File: config.mk
export PLATFORM = sky130hd
export DESIGN_NAME = ram_loader
export DESIGN_NICKNAME = d
export VERILOG_FILES = /design/src/rtl/sap_pkg.sv /design/src/rtl/loader_checksum.sv /design/src/rtl/ram_loader.sv
export SDC_FILE = /design/constraint.sdc
export NUM_CORES = 1
export LEC_CHECK = 0
export ABC_AREA = 1
export CAP_MARGIN = 25
export CORE_MARGIN = 5
export CORE_UTILIZATION = 53
export DETAILED_ROUTE_END_ITERATION = 8
export GPL_ROUTABILITY_DRIVEN = 0
export PLACE_DENSITY = 0.81
export REMOVE_ABC_BUFFERS = 1
export SYNTH_ARGS = -nofsm -noshare
export SYNTH_HDL_FRONTEND = slang
export SYNTH_SLANG_ARGS = --single-unit
File: constraint.sdc
create_clock -name clock -period 1.8 [get_ports clock]
set_input_delay 0.18 -clock clock [delete_from_list [all_inputs] [get_ports clock]]
set_output_delay 0.18 -clock clock [all_outputs]
set_load 0.1 [all_outputs]
File: src/rtl/sap_pkg.sv
// Shared SAP definitions: RAM geometry and the program-loader state encoding.
package sap_pkg;

    localparam int unsigned ADDR_W = 4;
    localparam int unsigned DATA_W = 8;
    localparam int unsigned DEPTH  = 16;

    typedef enum logic [3:0] {
        ST_IDLE      = 4'd0,
        ST_WAIT_BYTE = 4'd1,
        ST_WR_SETUP  = 4'd2,
        ST_WR_STROBE = 4'd3,
        ST_WR_HOLD   = 4'd4,
        ST_RD_SETUP  = 4'd5,
        ST_RD_SAMPLE = 4'd6,
        ST_CHECK     = 4'd7,
        ST_DONE      = 4'd8,
        ST_ERROR     = 4'd9
    } loader_state_e;

endpackage

File: src/rtl/loader_checksum.sv
// Additive checksum accumulator (modulo 2**W) with synchronous clear.
// Ports: clk/rst_n, clear (zero the sum), add (sum += din), din, sum (registered).
module loader_checksum #(
    parameter int unsigned W = 8
) (
    input  logic         clk,
    input  logic         rst_n,
    input  logic         clear,
    input  logic         add,
    input  logic [W-1:0] din,
    output logic [W-1:0] sum
);

    // clear wins over add; natural W-bit overflow gives the modulo wrap
    always_ff @(posedge clk or negedge rst_n) begin
        if (!rst_n) begin
            sum <= '0;
        end else if (clear) begin
            sum <= '0;
        end else if (add) begin
            sum <= sum + din;
        end
    end

endmodule

File: src/rtl/ram_loader.sv
// Program RAM loader: takes a byte stream over valid/ready, writes RAM words
// 0..DEPTH-1 with a setup/strobe/hold write cycle, reads them all back and
// compares additive checksums, then hands the RAM to the CPU via programm_run.
// Ports: clock/reset_n; start; byte_valid/byte_in/byte_ready (stream in);
//        ram_addr/ram_data/ram_we/ram_rd/ram_q (RAM port);
//        programm_run/done/error (session status, sticky until start/reset).
module ram_loader
    import sap_pkg::*;
#(
    parameter int unsigned P_ADDR_W = sap_pkg::ADDR_W,
    parameter int unsigned P_DATA_W = sap_pkg::DATA_W,
    parameter int unsigned P_DEPTH  = sap_pkg::DEPTH
) (
    input  logic                clock,
    input  logic                reset_n,
    input  logic                start,
    input  logic                byte_valid,
    input  logic [P_DATA_W-1:0] byte_in,
    output logic                byte_ready,
    output logic [P_ADDR_W-1:0] ram_addr,
    output logic [P_DATA_W-1:0] ram_data,
    output logic                ram_we,
    output logic                ram_rd,
    input  logic [P_DATA_W-1:0] ram_q,
    output logic                programm_run,
    output logic                done,
    output logic                error
);

    loader_state_e       state_q;
    loader_state_e       state_nxt;
    logic [P_ADDR_W-1:0] addr_q;
    logic [P_DATA_W-1:0] data_q;
    logic [P_DATA_W-1:0] wsum;
    logic [P_DATA_W-1:0] rsum;

    logic last_addr;
    logic start_ok;
    logic accept;
    logic sum_clr;
    logic wsum_add;
    logic rsum_add;
    logic byte_ready_d;
    logic ram_we_d;
    logic ram_rd_d;
    logic run_d;
    logic done_d;
    logic error_d;

    assign last_addr = (addr_q == P_ADDR_W'(P_DEPTH - 1));
    assign start_ok  = start && ((state_q == ST_IDLE) || (state_q == ST_DONE) ||
                                 (state_q == ST_ERROR));
    assign accept    = (state_q == ST_WAIT_BYTE) && byte_valid;

    // State register
    always_ff @(posedge clock or negedge reset_n) begin
        if (!reset_n) begin
            state_q <= ST_IDLE;
        end else begin
            state_q <= state_nxt;
        end
    end

    // Next-state logic
    always_comb begin
        state_nxt = state_q;
        case (state_q)
            ST_IDLE, ST_DONE, ST_ERROR: if (start) state_nxt = ST_WAIT_BYTE;
            ST_WAIT_BYTE:               if (byte_valid) state_nxt = ST_WR_SETUP;
            ST_WR_SETUP:                state_nxt = ST_WR_STROBE;
            ST_WR_STROBE:               state_nxt = ST_WR_HOLD;
            ST_WR_HOLD:                 state_nxt = last_addr ? ST_RD_SETUP : ST_WAIT_BYTE;
            ST_RD_SETUP:                state_nxt = ST_RD_SAMPLE;
            ST_RD_SAMPLE:               state_nxt = last_addr ? ST_CHECK : ST_RD_SETUP;
            ST_CHECK:                   state_nxt = (rsum == wsum) ? ST_DONE : ST_ERROR;
            default:                    state_nxt = ST_IDLE;
        endcase
    end

    // Output/control decode; status outputs follow the state being entered so
    // that, once registered, they line up with the state itself.
    always_comb begin
        sum_clr      = start_ok;
        wsum_add     = accept;
        rsum_add     = (state_q == ST_RD_SAMPLE);
        byte_ready_d = (state_nxt == ST_WAIT_BYTE);
        ram_we_d     = (state_nxt == ST_WR_STROBE);
        ram_rd_d     = (state_nxt == ST_RD_SETUP) || (state_nxt == ST_RD_SAMPLE);
        run_d        = (state_nxt == ST_DONE);
        done_d       = (state_nxt == ST_DONE);
        error_d      = (state_nxt == ST_ERROR);
    end

    // Registered outputs; async reset drops ram_we without a clock edge
    always_ff @(posedge clock or negedge reset_n) begin
        if (!reset_n) begin
            byte_ready   <= 1'b0;
            ram_we       <= 1'b0;
            ram_rd       <= 1'b0;
            programm_run <= 1'b0;
            done         <= 1'b0;
            error        <= 1'b0;
        end else begin
            byte_ready   <= byte_ready_d;
            ram_we       <= ram_we_d;
            ram_rd       <= ram_rd_d;
            programm_run <= run_d;
            done         <= done_d;
            error        <= error_d;
        end
    end

    // Address counter and write-data latch
    always_ff @(posedge clock or negedge reset_n) begin
        if (!reset_n) begin
            addr_q <= '0;
            data_q <= '0;
        end else begin
            if (start_ok) begin
                addr_q <= '0;
            end else if (state_q == ST_WR_HOLD) begin
                addr_q <= last_addr ? '0 : addr_q + P_ADDR_W'(1);
            end else if ((state_q == ST_RD_SAMPLE) && !last_addr) begin
                addr_q <= addr_q + P_ADDR_W'(1);
            end
            if (accept) begin
                data_q <= byte_in;
            end
        end
    end

    assign ram_addr = addr_q;
    assign ram_data = data_q;

    loader_checksum #(.W(P_DATA_W)) u_wsum (
        .clk   (clock),
        .rst_n (reset_n),
        .clear (sum_clr),
        .add   (wsum_add),
        .din   (byte_in),
        .sum   (wsum)
    );

    loader_checksum #(.W(P_DATA_W)) u_rsum (
        .clk   (clock),
        .rst_n (reset_n),
        .clear (sum_clr),
        .add   (rsum_add),
        .din   (ram_q),
        .sum   (rsum)
    );

endmodule

; ---- Word level (Yosys, flattened, before mapping)
; Index checks and enable logic that the tools add are counted.
[op_classes]
n_mul = 0
shifts = 0
div_mod_pow = 0
n_reduce_logical = 12
mux = 14
add_sub_neg = 3
magnitude_cmp = 0
n_eq_ne = 17
bitwise_logic = 0
[ops]
columns = cell, count
row1 = 8-bit 2-to-1 mux, 4
row2 = 4-bit one-hot mux with 8 select lines, 1
row3 = 4-bit by 3-bit equality test with 1-bit output (second input constant), 6
row4 = 4-bit 2-to-1 mux, 6
row5 = 4-bit equality test (second input constant), 5
row6 = 8-bit adder, 2
row7 = 4-bit by 2-bit equality test with 1-bit output (second input constant), 3
row8 = 4-bit by 1-bit equality test with 1-bit output (second input constant), 2
row9 = 8-bit equality test, 1
row10 = 4-bit by 1-bit adder with 4-bit output (second input constant), 1
row11 = 4-bit logical NOT, 1
row12 = 2-bit nonzero test, 2
row13 = 1-bit logical AND, 3
row14 = 1-bit logical OR, 3
row15 = 3-bit 2-to-1 mux, 1
row16 = 3-bit nonzero test, 1
row17 = 3-bit OR reduction, 1
row18 = 2-bit 2-to-1 mux, 1
row19 = 1-bit logical NOT, 1
row20 = 1-bit 2-to-1 mux, 1
[word_totals]
mem_count = 0
reg_bits = 37
mem_bits_rw = 0
latch_bits = 0
rom_bits = 0
out_inout_bits = 18
inputBits = 20

; ---- Logic depth before layout (Yosys ltp)
[depth]
ltp_word = 6
depth_mapped = 10

; ---- By module
; From an unflattened synthesis, not the netlist that was laid out.
[unflattened]
cells_unflattened = 314
area_unflattened_um2 = 2371.0
[by_module_without_submodules]
columns = module, area_each_um2, seq_area_each_um2, cells_each, instances
row1 = loader_checksum, 621.8, 200.2, 80, 2
row2 = ram_loader, 1127.3, 525.5, 154, 1

; ---- Worst setup path after synthesis
; Ideal clock, no wire load.
[synth_path]
path_kind = register to register
start = register addr_q[0], in the netlist ram_addr[0]
end = register addr_q[2], in the netlist ram_addr[2]
path_stages_with_launch = 8
required_time_ns = 1.705
path_slack_ns = -0.203
path_buffers = 0
synth_period_minus_slack_ns = 2.003
arrival_ns = 1.908
path_cell_list = dfrtp_1 > ha_1 > nand3_1 > nand2_1 > nand2_1 > nor2_1 > nand2_1 > o31ai_1
[synth_via]
elab_chain_len = 4
[synth_lines]
columns = element, line
row1 = "start, declared", ram_loader.sv:32  ; logic [P_ADDR_W-1:0] addr_q;
row2 = "start signal, assigned", ram_loader.sv:122  ; addr_q <= last_addr ? '0 : addr_q + P_ADDR_W'(1);
row3 = "start signal, assigned", ram_loader.sv:124  ; addr_q <= addr_q + P_ADDR_W'(1);
row4 = 4-bit by 1-bit adder with 4-bit output / 4-bit equality test (equally long branches), "ram_loader.sv:122, ram_loader.sv:124, ram_loader.sv:50"
row5 = 4-bit 2-to-1 mux (tied with other cells), ram_loader.sv:123  ; end else if ((state_q == ST_RD_SAMPLE) && !last_addr) begin
row6 = 4-bit 2-to-1 mux / 1-bit logical AND (equally long branches), "ram_loader.sv:121, ram_loader.sv:123"
row7 = 4-bit 2-to-1 mux / 3-bit nonzero test (equally long branches), --
; Parallel ways exist; a longest one is shown, timed or not. The select of a mux whose other input is x is not followed.
; A chain may end at the register's enable or synchronous reset.

; ---- Worst setup path after layout
[layout_path]
start = register u_rsum.sum[0]
end = register u_rsum.sum[6]
[layout_via]
elab_chain_len = 3
[layout_lines]
columns = element, line
row1 = "start, declared", loader_checksum.sv:11  ; output logic [W-1:0] sum
row2 = "start signal, assigned", loader_checksum.sv:21  ; sum <= sum + din;
row3 = 8-bit adder, loader_checksum.sv:21
row4 = 8-bit 2-to-1 mux, loader_checksum.sv:20  ; end else if (add) begin
row5 = 8-bit 2-to-1 mux, loader_checksum.sv:18  ; end else if (clear) begin
; No other way between the ends. The select of a mux whose other input is x is not followed.

==> qor.yml <==
sta:
  period_share: 0.887
  hold_viol_final: 0
  fin_tns_setup_ns: 0
  skew_ns: 0.00837
  rsz0062_at_grt: "false"
  worst_pin_slew_ns: 0.383
  min_period_ns: 1.60
  max_freq_ghz: 0.626
  setup_viol: 0
  slew_viol_final: 0
  maxSlewHeadroom: 0.742
clock_tree:
  clk_path_buf_depth: 2
  clk_latency_ns: 0.29
  path_clk_slew_ns: 0.07
  cts.htree.levels: 2
  cts_buffers: 5
  postCtsSetupRepairBufs: 0
  root_buffer: "clkbuf_8"
  cts_tree: "yes"
  numClockSinks: 37
grt:
  antenna_found_initial: 0
  grt-ovfl-total: 0
  grt_pass1_vias: 1940
  grt_max_degree: 38
  grt_pass1_wl_um: 8460
  grtUsageTotal: 0.194
power_and_ir_drop:
  power.internal_mw: 2.32
  powerDensity_mw_per_mm2: 1840
  totalPowerFinal_mw: 5.05
  combPwrFrac: 0.611
  power_switching_mw: 2.73
  p_leak_nw: 1.48
  ir_drop_mv: 0.977
  clockPowerShare: 0.105
  pwr-share-seq: 0.284
  swShare: 0.541
route:
  wl_per_cell_um: 12.6
  avgViaCountPerCell: 5.16
  vias: 1995
  drc: 0
  highest_layer: "met4"
  postRouteAntennaNets: 0
  dr_wl_met2_um: 2300
  met3_length_um: 348
  first_iter_violations: 92
  wl_met1_um: 2200
  dr.pass1.iters: 4
  wl_um: 4890
logic_synthesis:
  netlist-cell-type-count: 29
  synth_edf_count: 0
  yosys.area.top_type: "dfrtp_1"
  synth_area_leaders: "dfrtp_1, nand2_1, ha_1, inv_1, nand3_1"
  synth_common_cells: "nand2_1, dfrtp_1, inv_1"
  synthFlopType: "dfrtp_1"
  netlist_area_mm2: 0.00225
  ys_ff_latch: 37
  synth_cells: 292
  synthArstFlopShare: 1.00
  avgSynthCellArea_um2: 7.70
  ys_warn_count: 0
  yosys.area.top_type_share: 0.412
  synth.most_common_cell: "nand2_1"
  yosysSeqAreaShare: 0.412
setup_path:
  arrival_ns: 1.79
  crit_fanout: 3
  crit_path_end_kind: "flop"
  start_kind: "flop"
  worstSetupPathType: "reg2reg"
  critPathRequiredTime_ns: 2.00
die:
  die_w_um: 75.2
  fp.coreArea_mm2: 0.00406
  io_pins: 38
  die-area_mm2: 0.00565
  die_y_um: 75.2
  initial_core_util: 0.554
  rows: 23
outcome:
  outcome: "completed"
placement:
  place.port_buffers: 37
  dp_hpwl_um: 3800
  place_inst: 380
layout:
  antennaDiodeCount: 0
  area_growth_pct: 22.1
  layout-drive-gt1-share: 0.116
  final_cell_count_no_fill: 387
  final_util: 0.677
  final_nets: 375
hold_path:
  hp-class: "in2async"
job:
  cap_violations: 0
[repair_timing]
item	CTS	global route
hold buffers	1	0
gates resized for setup	0	0
hold endpoints to repair	37	0
[stage by stage]
| stage | hold WS [ns] | instance area [µm²] | setup slack (ns) |
|---|---|---|---|
| floorplan | -0.116 | 2230 | -0.203 |
| global placement | 0.158 | 2660 | 0.00224 |
| detailed placement | 0.157 | 2660 | -0.0507 |
| CTS | 0.386 | 2750 | 0.206 |
| global route | 0.410 | 2750 | 0.0339 |
| finish | 0.383 | 2750 | 0.203 |
[layer usage]
metal  up-vias  global-route usage
met1       894               0.253
met5         -                   0
met4         0              0.0524
li1       1030                   -
met2        65               0.328
met3         6              0.0414
[layout by cell type (no fill, tap or decap), types with 2 or more instances in the layout]
cell	Yosys	layout
inv_2	5	5
clkdlybuf4s50_1	0	18
o21a_1	2	2
nand3b_1	2	2
nand2_1	95	95
nor2_1	18	18
and2_1	2	2
o21ai_1	3	3
nor3_1	3	3
buf_4	1	20
clkbuf_8	0	5
xnor2_1	6	6
o21ai_0	16	16
buf_12	0	2
xor2_1	5	5
a31oi_1	2	2
nand3_1	21	21
ha_1	15	15
nand4_1	3	3
a21oi_1	10	10
o22ai_1	3	3
fa_1	2	2
inv_1	31	31
nand2_2	3	3
dfrtp_1	37	37
[layout make-up]
class,count,area (µm²)
fillers,368,1310
multi-input cells,216,1160
flip-flops and latches,37,926
repair buffers,42,385
inverters,36,135
clock buffers,5,68.8
well taps,50,62.6
clock inverters,1,5.00
[critical path: stages, from the launching register on]
cell     delay [ns]
dfrtp_1        0.39
ha_1           0.18
inv_1          0.05
fa_1           0.39
inv_1          0.09
nand4_1        0.09
nand3_1        0.10
nor2_1         0.05
o21ai_0        0.17
[registers in the layout, indices dropped and copies added (netlist names)]
signal      cells
byte_ready      1
ram_data        8
ram_addr        4
u_wsum.sum      8
u_rsum.sum      8
ram_we          1
ram_rd          1
error           1
done            1
state_q         4
[path summary, 6_finish.rpt]
| kind | start | to | slack, ns | depth (start not counted) |
|---|---|---|---|---|
| max in group asynchronous | reset_n | byte_ready | 1.22 | 3 |
| setup / recovery | u_rsum.sum[0] | u_rsum.sum[6] | 0.20 | 8 |
| setup reg to reg | u_rsum.sum[0] | u_rsum.sum[6] | 0.20 | 8 |
| min in group clock | byte_in[4] | ram_data[4] | 0.47 | 3 |
| hold / removal | reset_n | ram_data[7] | 0.38 | 3 |
| hold reg to reg | ram_data[6] | ram_data[6] | 0.48 | 2 |
[logic make-up after synthesis]
group           count (synthesis)  share of synthesized area
fa+ha+maj                      17                      0.101
simple gates                  150                      0.281
xor+xnor                       11                     0.0428
flops                          37                      0.412
compound gates                 38                     0.0923
buf+inv                        39                     0.0706
[power by group through the flow]
stage	logic, mW	registers [mW]	clock network, mW
floorplan	1.39	2.38	0
global placement	3.00	1.44	0
detailed placement	3.07	1.45	0
CTS	3.09	1.44	0.542
global route	3.39	1.48	0.578
finish	3.08	1.44	0.531
No activity file was read; power rests on OpenSTA's default activity.
